File: src/rtl/stream_pkg.sv
// Shared definitions for the keep/last byte-stream blocks: FSM states and
// keep-mask <-> byte-count helpers (MSB-first keep, byte 0 = keep MSB).
package stream_pkg;

    typedef enum logic [1:0] {
        S_HDR  = 2'd0,
        S_BODY = 2'd1,
        S_TAIL = 2'd2
    } state_e;

    // Widest beat the helpers handle; callers pass their real byte count.
    localparam int MAX_BYTES = 64;

    // Leading-ones count of an MSB-aligned keep mask of nbytes bits
    // (mask occupies bits [nbytes-1:0]).
    function automatic int keep_to_cnt(input logic [MAX_BYTES-1:0] keep,
                                       input int nbytes);
        int   cnt;
        logic run;
        cnt = 0;
        run = 1'b1;
        for (int i = 0; i < MAX_BYTES; i++) begin
            if (i < nbytes) begin
                if (run && keep[nbytes-1-i]) begin
                    cnt = cnt + 1;
                end else begin
                    run = 1'b0;
                end
            end
        end
        return cnt;
    endfunction

    // MSB-aligned mask with cnt ones, occupying bits [nbytes-1:0].
    function automatic logic [MAX_BYTES-1:0] cnt_to_keep(input int cnt,
                                                         input int nbytes);
        logic [MAX_BYTES-1:0] k;
        k = '0;
        for (int i = 0; i < MAX_BYTES; i++) begin
            if (i < cnt && i < nbytes) begin
                k[nbytes-1-i] = 1'b1;
            end
        end
        return k;
    endfunction

endpackage

File: src/rtl/stream_out_slice.sv
// Registered output stage: captures a beat whenever the register is free
// (empty or being drained) and holds it stable under backpressure.
module stream_out_slice #(
    parameter int DATA_WD      = 32,
    parameter int DATA_BYTE_WD = DATA_WD / 8
) (
    input  logic                    clk,
    input  logic                    rst,
    input  logic                    beat_valid,
    input  logic [DATA_WD-1:0]      beat_data,
    input  logic [DATA_BYTE_WD-1:0] beat_keep,
    input  logic                    beat_last,
    input  logic                    ready_out,
    output logic                    valid_out,
    output logic [DATA_WD-1:0]      data_out,
    output logic [DATA_BYTE_WD-1:0] keep_out,
    output logic                    last_out,
    output logic                    out_free
);

    logic                    valid_q;
    logic [DATA_WD-1:0]      data_q;
    logic [DATA_BYTE_WD-1:0] keep_q;
    logic                    last_q;

    assign out_free  = !valid_q || ready_out;
    assign valid_out = valid_q;
    assign data_out  = data_q;
    assign keep_out  = keep_q;
    assign last_out  = last_q;

    // Load a new beat (or go empty, with zeroed fields) only when free.
    always_ff @(posedge clk or posedge rst) begin
        if (rst) begin
            valid_q <= 1'b0;
            data_q  <= '0;
            keep_q  <= '0;
            last_q  <= 1'b0;
        end else if (out_free) begin
            valid_q <= beat_valid;
            data_q  <= beat_valid ? beat_data : '0;
            keep_q  <= beat_valid ? beat_keep : '0;
            last_q  <= beat_valid && beat_last;
        end
    end

endmodule

File: src/rtl/stream_insert_header.sv
// Prepends a 1..W byte header to each keep/last packet and re-packs the
// payload behind it, emitting an extra tail beat when the residue overflows.
module stream_insert_header
    import stream_pkg::*;
#(
    parameter int DATA_WD      = 32,
    parameter int DATA_BYTE_WD = DATA_WD / 8,
    parameter int BYTE_CNT_WD  = $clog2(DATA_BYTE_WD)
) (
    input  logic                    clk,
    input  logic                    rst,
    input  logic                    valid_in,
    input  logic [DATA_WD-1:0]      data_in,
    input  logic [DATA_BYTE_WD-1:0] keep_in,
    input  logic                    last_in,
    output logic                    ready_in,
    output logic                    valid_out,
    output logic [DATA_WD-1:0]      data_out,
    output logic [DATA_BYTE_WD-1:0] keep_out,
    output logic                    last_out,
    input  logic                    ready_out,
    input  logic                    valid_insert,
    input  logic [DATA_WD-1:0]      data_insert,
    input  logic [BYTE_CNT_WD-1:0]  byte_insert_cnt,
    output logic                    ready_insert
);

    localparam int CNT_W = BYTE_CNT_WD + 1;
    localparam int SUM_W = BYTE_CNT_WD + 2;
    localparam logic [SUM_W-1:0] W_SUM = SUM_W'(DATA_BYTE_WD);

    state_e               state_q, state_d;
    logic [CNT_W-1:0]     hlen_q, hlen_d;        // header length H
    logic [DATA_WD-1:0]   residue_q, residue_d;  // left-aligned carry bytes
    logic [CNT_W-1:0]     res_cnt_q, res_cnt_d;  // valid bytes in residue

    logic                    out_free;
    logic                    hdr_fire;
    logic                    pay_fire;
    logic [CNT_W-1:0]        hdr_len;
    logic [DATA_WD-1:0]      hdr_res;
    logic [DATA_WD-1:0]      data_mask;
    logic [DATA_WD-1:0]      data_m;
    logic [CNT_W-1:0]        last_cnt;
    logic [SUM_W-1:0]        hl_sum;
    logic                    fits;
    logic [2*DATA_WD-1:0]    packed_beat;
    logic [DATA_BYTE_WD-1:0] sum_keep;
    logic [DATA_BYTE_WD-1:0] res_keep;

    logic                    beat_valid;
    logic [DATA_WD-1:0]      beat_data;
    logic [DATA_BYTE_WD-1:0] beat_keep;
    logic                    beat_last;

    // Byte-wise data mask from keep, so bytes past the last valid one read 0.
    generate
        for (genvar gi = 0; gi < DATA_BYTE_WD; gi++) begin : g_mask
            assign data_mask[gi*8 +: 8] = {8{keep_in[gi]}};
        end
    endgenerate
    assign data_m = data_in & data_mask;

    assign ready_insert = !rst && (state_q == S_HDR);
    assign ready_in     = !rst && (state_q == S_BODY) && out_free;
    assign hdr_fire     = valid_insert && ready_insert;
    assign pay_fire     = valid_in && ready_in;

    assign hdr_len  = CNT_W'(byte_insert_cnt) + CNT_W'(1);
    assign hdr_res  = data_insert << (8 * (DATA_BYTE_WD - int'(hdr_len)));
    assign last_cnt = CNT_W'(keep_to_cnt(MAX_BYTES'(keep_in), DATA_BYTE_WD));
    assign hl_sum   = SUM_W'(hlen_q) + SUM_W'(last_cnt);
    assign fits     = (hl_sum <= W_SUM);
    assign sum_keep = DATA_BYTE_WD'(cnt_to_keep(int'(hl_sum), DATA_BYTE_WD));
    assign res_keep = DATA_BYTE_WD'(cnt_to_keep(int'(res_cnt_q), DATA_BYTE_WD));

    // Residue followed by the payload placed H bytes in: upper half is the
    // outgoing beat, lower half is the next left-aligned residue.
    assign packed_beat = {residue_q, {DATA_WD{1'b0}}}
                       | ({data_m, {DATA_WD{1'b0}}} >> (8 * int'(hlen_q)));

    // State and datapath registers.
    always_ff @(posedge clk or posedge rst) begin
        if (rst) begin
            state_q   <= S_HDR;
            hlen_q    <= '0;
            residue_q <= '0;
            res_cnt_q <= '0;
        end else begin
            state_q   <= state_d;
            hlen_q    <= hlen_d;
            residue_q <= residue_d;
            res_cnt_q <= res_cnt_d;
        end
    end

    // Next-state and residue bookkeeping.
    always_comb begin
        state_d   = state_q;
        hlen_d    = hlen_q;
        residue_d = residue_q;
        res_cnt_d = res_cnt_q;
        case (state_q)
            S_HDR: begin
                if (hdr_fire) begin
                    hlen_d    = hdr_len;
                    residue_d = hdr_res;
                    res_cnt_d = hdr_len;
                    state_d   = S_BODY;
                end
            end
            S_BODY: begin
                if (pay_fire) begin
                    residue_d = packed_beat[DATA_WD-1:0];
                    if (last_in) begin
                        if (fits) begin
                            state_d = S_HDR;
                        end else begin
                            res_cnt_d = CNT_W'(hl_sum - W_SUM);
                            state_d   = S_TAIL;
                        end
                    end
                end
            end
            S_TAIL: begin
                if (out_free) begin
                    state_d = S_HDR;
                end
            end
            default: state_d = S_HDR;
        endcase
    end

    // Beat presented to the output register in each state.
    always_comb begin
        beat_valid = 1'b0;
        beat_data  = '0;
        beat_keep  = '0;
        beat_last  = 1'b0;
        case (state_q)
            S_BODY: begin
                if (pay_fire) begin
                    beat_valid = 1'b1;
                    beat_data  = packed_beat[2*DATA_WD-1:DATA_WD];
                    if (last_in && fits) begin
                        beat_keep = sum_keep;
                        beat_last = 1'b1;
                    end else begin
                        beat_keep = '1;
                    end
                end
            end
            S_TAIL: begin
                if (out_free) begin
                    beat_valid = 1'b1;
                    beat_data  = residue_q;
                    beat_keep  = res_keep;
                    beat_last  = 1'b1;
                end
            end
            default: ;
        endcase
    end

    stream_out_slice #(
        .DATA_WD      (DATA_WD),
        .DATA_BYTE_WD (DATA_BYTE_WD)
    ) u_out_slice (
        .clk        (clk),
        .rst        (rst),
        .beat_valid (beat_valid),
        .beat_data  (beat_data),
        .beat_keep  (beat_keep),
        .beat_last  (beat_last),
        .ready_out  (ready_out),
        .valid_out  (valid_out),
        .data_out   (data_out),
        .keep_out   (keep_out),
        .last_out   (last_out),
        .out_free   (out_free)
    );

endmodule
File: config.mk
export PLATFORM = sky130hd
export DESIGN_NAME = stream_insert_header
export DESIGN_NICKNAME = d
export VERILOG_FILES = /design/src/rtl/stream_pkg.sv /design/src/rtl/stream_out_slice.sv /design/src/rtl/stream_insert_header.sv
export SDC_FILE = /design/constraint.sdc
export NUM_CORES = 1
export LEC_CHECK = 0
export CAP_MARGIN = 25
export CORE_UTILIZATION = 55
export DETAILED_ROUTE_END_ITERATION = 6
export HOLD_SLACK_MARGIN = 0.12
export PLACE_DENSITY_LB_ADDON = 0.25
export SYNTH_ARGS = -nofsm -noshare
export SYNTH_HDL_FRONTEND = slang
export SYNTH_SLANG_ARGS = --single-unit
File: constraint.sdc
create_clock -name clk -period 6.8 [get_ports clk]
set_input_delay 1.36 -clock clk [delete_from_list [all_inputs] [get_ports clk]]
set_output_delay 1.36 -clock clk [all_outputs]
set_load 0.02 [all_outputs]
==> flow_summary.json <==
{
  "outcome": "finished clean",
  "critPathMaxStageDelay_ps": 910,
  "synth_ff_type": "dfrtp_1",
  "critPathKind": "in2reg",
  "wl_per_cell_um": 24.4,
  "reg2reg_depth": 7,
  "setup_tns_ps": 0,
  "grt_pass1_wl_mm": 31.1,
  "crit_arrival_ps": 4700,
  "rows": 36,
  "synth.avg_cell_area_um2": 9.60,
  "synth-simple-area-share_pct": 18.6,
  "final.min_clock_period_ps": 4450,
  "syn_nets": 677,
  "first_iter_violations": 690,
  "clockBufferDepth": 2,
  "netlist_area_um2": 5690,
  "overflow": 0,
  "power_frac_comb_pct": 57.2,
  "coreArea_um2": 9910,
  "cp-startpoint": "keep_in[2]",
  "wirelength_mm": 19.7,
  "finalCritPeriodShare_pct": 65.4,
  "io_buffers": 115,
  "fmax_ghz": 0.225,
  "cts_tree": "built",
  "muxShareOfSynthArea_pct": 14.2,
  "synth_top_family_by_area": "compound AO/OA/AOI/OAI gates",
  "synth_edf_count": 0,
  "slowest_stage": "clkdlybuf4s50_1",
  "drc": 0,
  "fin_nets": 755,
  "switching_share_pct": 47.0,
  "clock_latency_ps": 370,
  "rsz0062_at_grt": "false",
  "dieArea_um2": 10700,
  "cp_max_fo": 19,
  "crit_chain": "clkdlybuf4s50_1, a21boi_0, ha_1, o31a_1, fa_1, xnor2_1, o211a_1, o41a_4, mux2_4",
  "finalInstanceArea_um2": 6970,
  "gp_routability_congestion": 0.933,
  "first_pass_iters": 6,
  "synth.top_cell.area_share_pct": 34.3,
  "place_area_um2": 6780,
  "hold_viol_final": 0,
  "preCtsSetupSlack_ps": 2020,
  "yosys-top-cells-area": "dfrtp_1, mux2_2, a221o_1",
  "synthArstFlopShare_pct": 100,
  "vias": 5641,
  "internal_power_uw": 1290,
  "cts_sinks": 78,
  "grtUsageTotal_pct": 37.6,
  "setup_viol": 0,
  "ys_seq_elements": 78,
  "powerDensity_nw_per_um2": 348,
  "initial_core_util_pct": 57.4,
  "cp-end-kind": "register",
  "postCtsSetupBuffers": 0,
  "yosys.area_share.adder_pct": 2.11,
  "p_switching_uw": 1140,
  "min_path_type": "reg2reg",
  "synth_top_cell_by_area": "dfrtp_1",
  "numCtsBuffers": 9,
  "layout_setup_ws_ps": 2350,
  "yosysSeqAreaShare_pct": 34.3,
  "sequentialPowerShare_pct": 29.7,
  "mostFrequentLayoutCells": "clkdlybuf4s50_1, dfrtp_1, nand2_1",
  "htree_levels": 3,
  "layout-drive-gt1-share_pct": 14.1,
  "max_slew_margin_pct": 25.7,
  "die_y_um": 104,
  "rrSetupSlack_ps": 3780,
  "ir_drop_mv": 0.476,
  "cp-start-kind": "primary input",
  "ant_nets": 0,
  "syn-instance-count": 592,
  "dpl.hpwl_mm": 14.2,
  "drv_cap": 0,
  "antenna_found_initial": 0,
  "cts.clk_slew.worst_paths_ps": 90,
  "final_common_cell": "clkdlybuf4s50_1",
  "finClkSkew_ps": 11.2,
  "grt_pass1_vias": 5536,
  "r2r_start": "state_q[1]",
  "crit_end": "res_cnt_q[2]",
  "vias_per_cell": 6.98,
  "io_pins": 116,
  "n_antenna_cell": 0,
  "slew_viol_final": 0,
  "reg2reg_to": "u_out_slice.data_out[8]",
  "tightest_slew_ps": 1120,
  "die_w_um": 104,
  "ys_warn_count": 0,
  "power_leakage_uw": 0.00274,
  "post_cts_resized": 0,
  "ctsHoldBuffers": 0,
  "synth_xor_area_share_pct": 0.154,
  "clkPwrFrac_pct": 13.1,
  "root_buffer": "clkbuf_8",
  "synth_compound_area_share_pct": 24.6,
  "area_growth_syn_to_layout_pct": 22.6,
  "ys_types": 73,
  "worstPathRequired_ps": 7050,
  "grt_max_degree": 80
}
[sequential cells by signal, indices dropped and copies added (netlist names)]
name and flops:
state_q 2, u_out_slice.valid_out 1, u_out_slice.data_out 32, hlen_q 3, res_cnt_q 3, u_out_slice.last_out 1, u_out_slice.keep_out 4, residue_q 32
[cells in the mapped netlist (all sizes together), types with 9 or more instances]
cell type   n
nand4      12
o21ai      35
a21oi      21
clkbuf     30
a31oi      21
inv        12
buf        27
nor2       15
nand3b     11
nor4       16
a22o       10
dfrtp      78
and2        9
nor3       25
mux2i      14
mux2       39
a221o      33
nand2      61
nand4b     16
mux4        9
[power groups by stage]
stage	registers (uW)	clock network [uW]	logic [uW]
detailed placement	727	0	1350
finish	723	317	1390
floorplan	720	0	956
CTS	717	317	1360
global placement	717	0	1310
global route	738	331	1480
[kinds of logic (layout without fill, tap and decap cells)]
| logic type | Yosys count | in the layout |
|---|---|---|
| AO/OA/AOI/OAI | 184 | 184 |
| XOR/XNOR | 1 | 1 |
| adder cells (fa/ha/maj) | 9 | 9 |
| AND/OR/NAND/NOR | 188 | 188 |
| flip-flops | 78 | 78 |
| buffers and inverters | 70 | 153 |
| multiplexers | 62 | 62 |
[critical path: cells and delay by family]
family | cells | cell delay (ps)
AOI/OAI and AO/OA | 4 | 1190
muxes | 1 | 310
buffers and inverters | 1 | 910
xor gates and xnor gates | 1 | 180
adders and majority gates | 2 | 740
[layer usage]
layer,part of all wire (%),GRT usage [%],vias to the layer above
li1,-,-,2476
met1,41,50.9,2739
met2,44,56.2,379
met3,11,11.5,47
met4,3.1,14.8,0
met5,0,0,-
[worst min path at each step]
| stage | from | endpoint | slack [ps] | cells after the start |
|---|---|---|---|---|
| final | u_out_slice.keep_out[2] | u_out_slice.keep_out[2] | 490 | 2 |
| after global routing | u_out_slice.keep_out[2] | u_out_slice.keep_out[2] | 520 | 2 |
| after CTS | u_out_slice.keep_out[2] | u_out_slice.keep_out[2] | 500 | 2 |
| after detailed placement | u_out_slice.keep_out[2] | u_out_slice.keep_out[2] | 480 | 2 |
| after global placement | u_out_slice.keep_out[2] | u_out_slice.keep_out[2] | 470 | 2 |
| after floorplan | residue_q[24] | u_out_slice.data_out[24] | 470 | 1 |
[per-stage QoR]
| step | power (uW) | hold slack (ps) | util (%) | std cells |
|---|---|---|---|---|
| 6_report | 2430 | 491 | 70.3 | 808 |
| 5_1_grt | 2550 | 525 | 70.3 | 808 |
| 4_1_cts | 2390 | 496 | 70.1 | 807 |
| 3_5_place_dp | 2080 | 476 | 68.4 | 791 |
| 3_3_place_gp | 2030 | 471 | 68.2 | 790 |
| 2_1_floorplan | 1680 | 473 | - | 592 |
[layout make-up]
cell class                      instances  area, um2
Timing Repair Buffer                  124       1240
Inverter                               13       51.3
Fill cell                             771       2940
Sequential cell                        78       1950
Clock buffer                           10        128
Multi-Input combinational cell        444       3390
Clock inverter                          6       38.8
Tap cell                              133        166
Note: power is estimated with default switching activity, not from simulation.
